**config.mk**
```make
export PLATFORM = sky130hd
export DESIGN_NAME = ram_sdp_be
export DESIGN_NICKNAME = d
export VERILOG_FILES = /design/src/rtl/ram_sdp_be.sv
export SDC_FILE = /design/constraint.sdc
export NUM_CORES = 1
export LEC_CHECK = 0
export ABC_AREA = 1
export CORE_UTILIZATION = 40
export DETAILED_ROUTE_END_ITERATION = 8
export GPL_ROUTABILITY_DRIVEN = 1
export SLEW_MARGIN = 20
export SYNTH_ARGS = -nofsm -noshare
export SYNTH_HDL_FRONTEND = slang
export SYNTH_SLANG_ARGS = --single-unit
```
**constraint.sdc**
```tcl
create_clock -name clk -period 3.3 [get_ports clk]
set_input_delay 0.66 -clock clk [delete_from_list [all_inputs] [get_ports clk]]
set_output_delay 0.66 -clock clk [all_outputs]
set_load 0.05 [all_outputs]
```
**src/rtl/ram_sdp_be.sv**
```systemverilog
// Simple-dual-port RAM with byte-enable writes, registered reads and a sequential clear engine.
// The clear engine sweeps one word per cycle so the array can map onto block RAM.
//
// state    | meaning
// ST_CLEAR | sweeping zeros into mem[clr_adr]; busy=1, all requests ignored
// ST_READY | normal read/write service
module ram_sdp_be #(
  parameter int DATA_W    = 8,
  parameter int ADR_W     = 3,
  parameter int DEPTH     = 8,
  parameter int RD_BYPASS = 1
) (
  input  logic                  clk,
  input  logic                  rst,
  input  logic                  clr,
  input  logic                  wr_en,
  input  logic [ADR_W-1:0]      wr_adr,
  input  logic [DATA_W-1:0]     wr_data,
  input  logic [DATA_W/8-1:0]   wr_be,
  input  logic                  rd_en,
  input  logic [ADR_W-1:0]      rd_adr,
  output logic [DATA_W-1:0]     rd_data,
  output logic                  rd_valid,
  output logic                  busy
);

  localparam int NB = DATA_W / 8;
  localparam logic [ADR_W:0]   DEPTH_W  = (ADR_W + 1)'(DEPTH);
  localparam logic [ADR_W-1:0] LAST_ADR = ADR_W'(DEPTH - 1);

  typedef enum logic {ST_CLEAR, ST_READY} state_t;

  state_t              state_q, state_d;
  logic [ADR_W-1:0]    clr_adr_q, clr_adr_d;
  logic [DATA_W-1:0]   rd_data_q, rd_data_d;
  logic                rd_valid_q, rd_valid_d;
  logic [DATA_W-1:0]   mem_q [DEPTH];

  logic                mem_we;
  logic [ADR_W-1:0]    mem_adr;
  logic [DATA_W-1:0]   mem_wdata;
  logic [NB-1:0]       mem_be;

  logic                wr_in_range;
  logic                rd_in_range;
  logic                collide;
  logic [DATA_W-1:0]   rd_old;
  logic [DATA_W-1:0]   rd_merged;

  always_comb begin
    wr_in_range = ({1'b0, wr_adr} < DEPTH_W);
    rd_in_range = ({1'b0, rd_adr} < DEPTH_W);
    collide     = wr_en && rd_en && wr_in_range && (wr_adr == rd_adr);
    rd_old      = rd_in_range ? mem_q[rd_adr] : '0;
    for (int b = 0; b < NB; b++) begin
      rd_merged[8*b +: 8] = wr_be[b] ? wr_data[8*b +: 8] : rd_old[8*b +: 8];
    end
  end

  always_comb begin
    state_d    = state_q;
    clr_adr_d  = clr_adr_q;
    rd_data_d  = rd_data_q;
    rd_valid_d = 1'b0;
    mem_we     = 1'b0;
    mem_adr    = clr_adr_q;
    mem_wdata  = '0;
    mem_be     = '1;

    if (rst) begin
      state_d   = ST_CLEAR;
      clr_adr_d = '0;
      rd_data_d = '0;
    end else if (clr) begin
      // restart from address 0 whether idle or mid-sweep; rd_data is deliberately held
      state_d   = ST_CLEAR;
      clr_adr_d = '0;
    end else begin
      case (state_q)
        ST_CLEAR: begin
          mem_we    = 1'b1;
          clr_adr_d = clr_adr_q + 1'b1;
          if (clr_adr_q == LAST_ADR) begin
            state_d   = ST_READY;
            clr_adr_d = '0;
          end
        end
        default: begin
          if (wr_en && wr_in_range && (|wr_be)) begin
            mem_we    = 1'b1;
            mem_adr   = wr_adr;
            mem_wdata = wr_data;
            mem_be    = wr_be;
          end
          if (rd_en) begin
            rd_valid_d = 1'b1;
            rd_data_d  = (collide && (RD_BYPASS != 0)) ? rd_merged : rd_old;
          end
        end
      endcase
    end
  end

  always_ff @(posedge clk) begin
    state_q    <= state_d;
    clr_adr_q  <= clr_adr_d;
    rd_data_q  <= rd_data_d;
    rd_valid_q <= rd_valid_d;
  end

  // array has no reset so it can be inferred as block RAM
  always_ff @(posedge clk) begin
    if (mem_we) begin
      for (int b = 0; b < NB; b++) begin
        if (mem_be[b]) mem_q[mem_adr][8*b +: 8] <= mem_wdata[8*b +: 8];
      end
    end
  end

  assign rd_data  = rd_data_q;
  assign rd_valid = rd_valid_q;
  assign busy     = (state_q == ST_CLEAR);

endmodule

```
==> impl_results.md <==
- Status: finished clean
- Hold Vio Cnt, Final: 0
- TNS Setup: 0 ns
- Total power: ~1800 uW
- Type of the worst min-delay path: reg -> reg
- Inserted Clock Buffers: 9
- CP Class: in -> reg
- FP Rows: 33
- Finished Layout Cells: 490
- CP Max Fanout: 14
- Hold path cells: 2
- CTS tree: built
- TritonRoute pass-1 iters: 4
- Sequential cell area: 2180 sq um
- Total gr overflow: 0
- Die Area: ~9100 sq um
- # fillers: 790
- DIE WIDTH: about 95 um
- Via density: 4.96
- Routed WL per cell: roughly 15 um
- Tcrit/Tclk final: 0.780
- Slew at the pin with the worst max-slew slack: 0.713 ns
- Clock Sinks: 77
- Worst slew margin: 0.523
- Ratio of cells with drive above 1 in the final layout: 0.148
- Vias in the first global route: 2393
- Reg2Reg Depth: 5
- Mapped Nets: between 300 and 400
- Area added between synthesis and finish: 17.0%
- Starting DRT DRC Count: roughly 200
- CTS resizes: 0
- Post-route DRC violation count: 0
- Initial core utilization: 0.419
- Reg2reg setup slack: between 1 and 1.5 ns
- Global-route wire length before repair: roughly 12 mm
- # hold bufs at CTS: 0
- Startpoint Class: input port
- Synth area leader: edfxtp_1
- Post-CTS Setup Bufs: 0
- Cells after Synth: ~340
- Max Buffers Root-to-Sink: 2
- Ant. Diodes: 0
- CP Data Required Time: 3.27 ns
- Dominant synthesized flop cell: edfxtp_1
- Placed Instances: roughly 470
- RSZ-0062 raised after global routing: false
- Synth warn: 0
- R2r startpoint: state_q$_SDFF_PP0_
- Clock Root Buffer: clkbuf_8
- Most numerous cell in the Yosys netlist: nand2_1
- Die Height: 95.3 um
- Multi-input gate area: 1080 sq um
- Pin count of the biggest net entering global routing: 34
- Post-synth cell types: 24
- PwrDens: 437 nW/um^2
- Hold Path Origin: rd_data[2]$_SDFFE_PP0P_
- Clock Skews: about 0.014 ns
- Placer Congestion: roughly 0.86
- Core area: about 8300 sq um
- Synth area leaders: edfxtp_1, nand2_1, nand3_1
- Final Setup Violations: 0
- Mapped Area: ~3500 sq um
- Synth Register Bits: a little under 80
- Routed vias: ~2400
- H-Tree Level Count: 3
- Skew-Pair Late Insertion Delay: approximately 0.34 ns
- Worst r2r dst: mem_q[5][4]$_DFFE_PP_
- Seq/Total Area, Yosys: 0.627
- Max Fclk: about 390 MHz
- Most frequent cells after synthesis: nand2_1, nand3_1, edfxtp_1, inv_1, nor2_1
- Asr flop ratio synth: 0
- Final Routed Wirelength: approximately 7.6 mm
- Critical Path Sink Type: flip-flop
- GRT Util Overall: 0.190
- Fin. max-slew vios: 0
- Worst-path clk slew: 0.08 ns
- Area share of the largest cell type after synthesis: 0.552
- Arr. time, crit path: approximately 2.5 ns
- DRT antenna net count: 0
- IO buf count: 29
- Final Critical Period: ~2.6 ns
- Max Cap Viol: 0
- Detail Placement HPWL: between 5 and 6 mm
- Peak supply drop: between 0.2 and 0.3 mV
- WHS Endpoint: rd_data[2]$_SDFFE_PP0P_
- Leak Pwr: around 0.0016 uW
- Final-stage net count: approximately 400
- Synth Area per Inst: between 10 and 15 sq um
- EDFF count, synth: 64
- Initial antenna violation count: 0
- Ports: 30
==> registers in the layout, indices dropped and copies added, names as in the netlist <==
signal and cells:
clr_adr_q 3, mem_q 64, rd_valid 1, state_q 1, rd_data 8
==> power breakdown <==
group,internal (uW),switching [uW]
combinational,53.3,86.3
clock,264,325
sequential,1050,3.11
total,1360,414
==> area by class of cell <==
| class | count | share of cell area |
|---|---|---|
| inverters | 32 | 0.0313 |
| clock buffers | 10 | 0.0313 |
| repair buffers | 43 | 0.0971 |
| well taps | 105 | 0.0323 |
| multi-input cells | 217 | 0.265 |
| clock inverters | 6 | 0.00737 |
| flip-flops and latches | 77 | 0.536 |
==> worst max-delay path by stage <==
stage,slack (ns),to,startpoint,cells after the start
detailed placement,0.33,mem_q[5][3]$_DFFE_PP_,clr,7
CTS,0.70,mem_q[5][3]$_DFFE_PP_,clr,7
global placement,0.36,mem_q[5][2]$_DFFE_PP_,clr,7
global route,0.54,mem_q[5][4]$_DFFE_PP_,clr,7
finish,0.73,mem_q[5][4]$_DFFE_PP_,clr,7
floorplan,1.17,mem_q[7][0]$_DFFE_PP_,rst,7
==> routing by layer <==
metal  global-route usage  wire [um]  part of all wire  up-vias
met5                    0          0                 0        -
met4               0.0758        103             0.014        0
met3               0.0486        671             0.088        8
met2                0.298       3560              0.47       87
met1                0.250       3250              0.43     1116
li1                     -          -                 -     1217
==> cells by family (layout without fill, tap and decap cells) <==
family | after synthesis | count (layout) | synth area share
simple gates | 197 | 197 | 0.265
flops | 77 | 77 | 0.627
buf+inv | 45 | 91 | 0.0633
compound gates | 18 | 18 | 0.0381
fa+ha+maj | 2 | 2 | 0.00719
==> worst max-delay path, stage by stage <==
cell,delay (ns)
clkdlybuf4s50_1,0.51
nor2_8,0.18
nand3_4,0.18
nor2_1,0.14
a21oi_1,0.06
or2_4,0.26
nor2_1,0.55
==> layout by cell type (no fill, tap or decap), types with 2 or more instances in the layout <==
cell type / n
buf_4: 14
nand2_4: 2
nand2_2: 6
ha_1: 2
a21oi_2: 8
a21oi_1: 4
clkinv_2: 2
nand3_1: 65
clkinv_1: 3
clkbuf_8: 9
clkdlybuf4s50_1: 29
a211oi_1: 2
clkinv_4: 2
o21ai_2: 2
inv_2: 5
nor2_1: 19
dfxtp_1: 13
inv_1: 25
nor2_8: 3
o21ai_0: 2
nand2_1: 99
edfxtp_1: 64
==> per-stage QoR <==
stage | area (sq um) | worst slack [ns] | hold slack, ns | util
floorplan | 3480 | 1.17 | 0.466 | -
finish | 4070 | 0.727 | 0.482 | 0.491
global placement | 3920 | 0.357 | 0.464 | 0.472
global route | 4070 | 0.541 | 0.509 | 0.491
CTS | 4070 | 0.697 | 0.482 | 0.491
detailed placement | 3920 | 0.331 | 0.470 | 0.472
No activity file was read; power rests on OpenSTA's default activity.
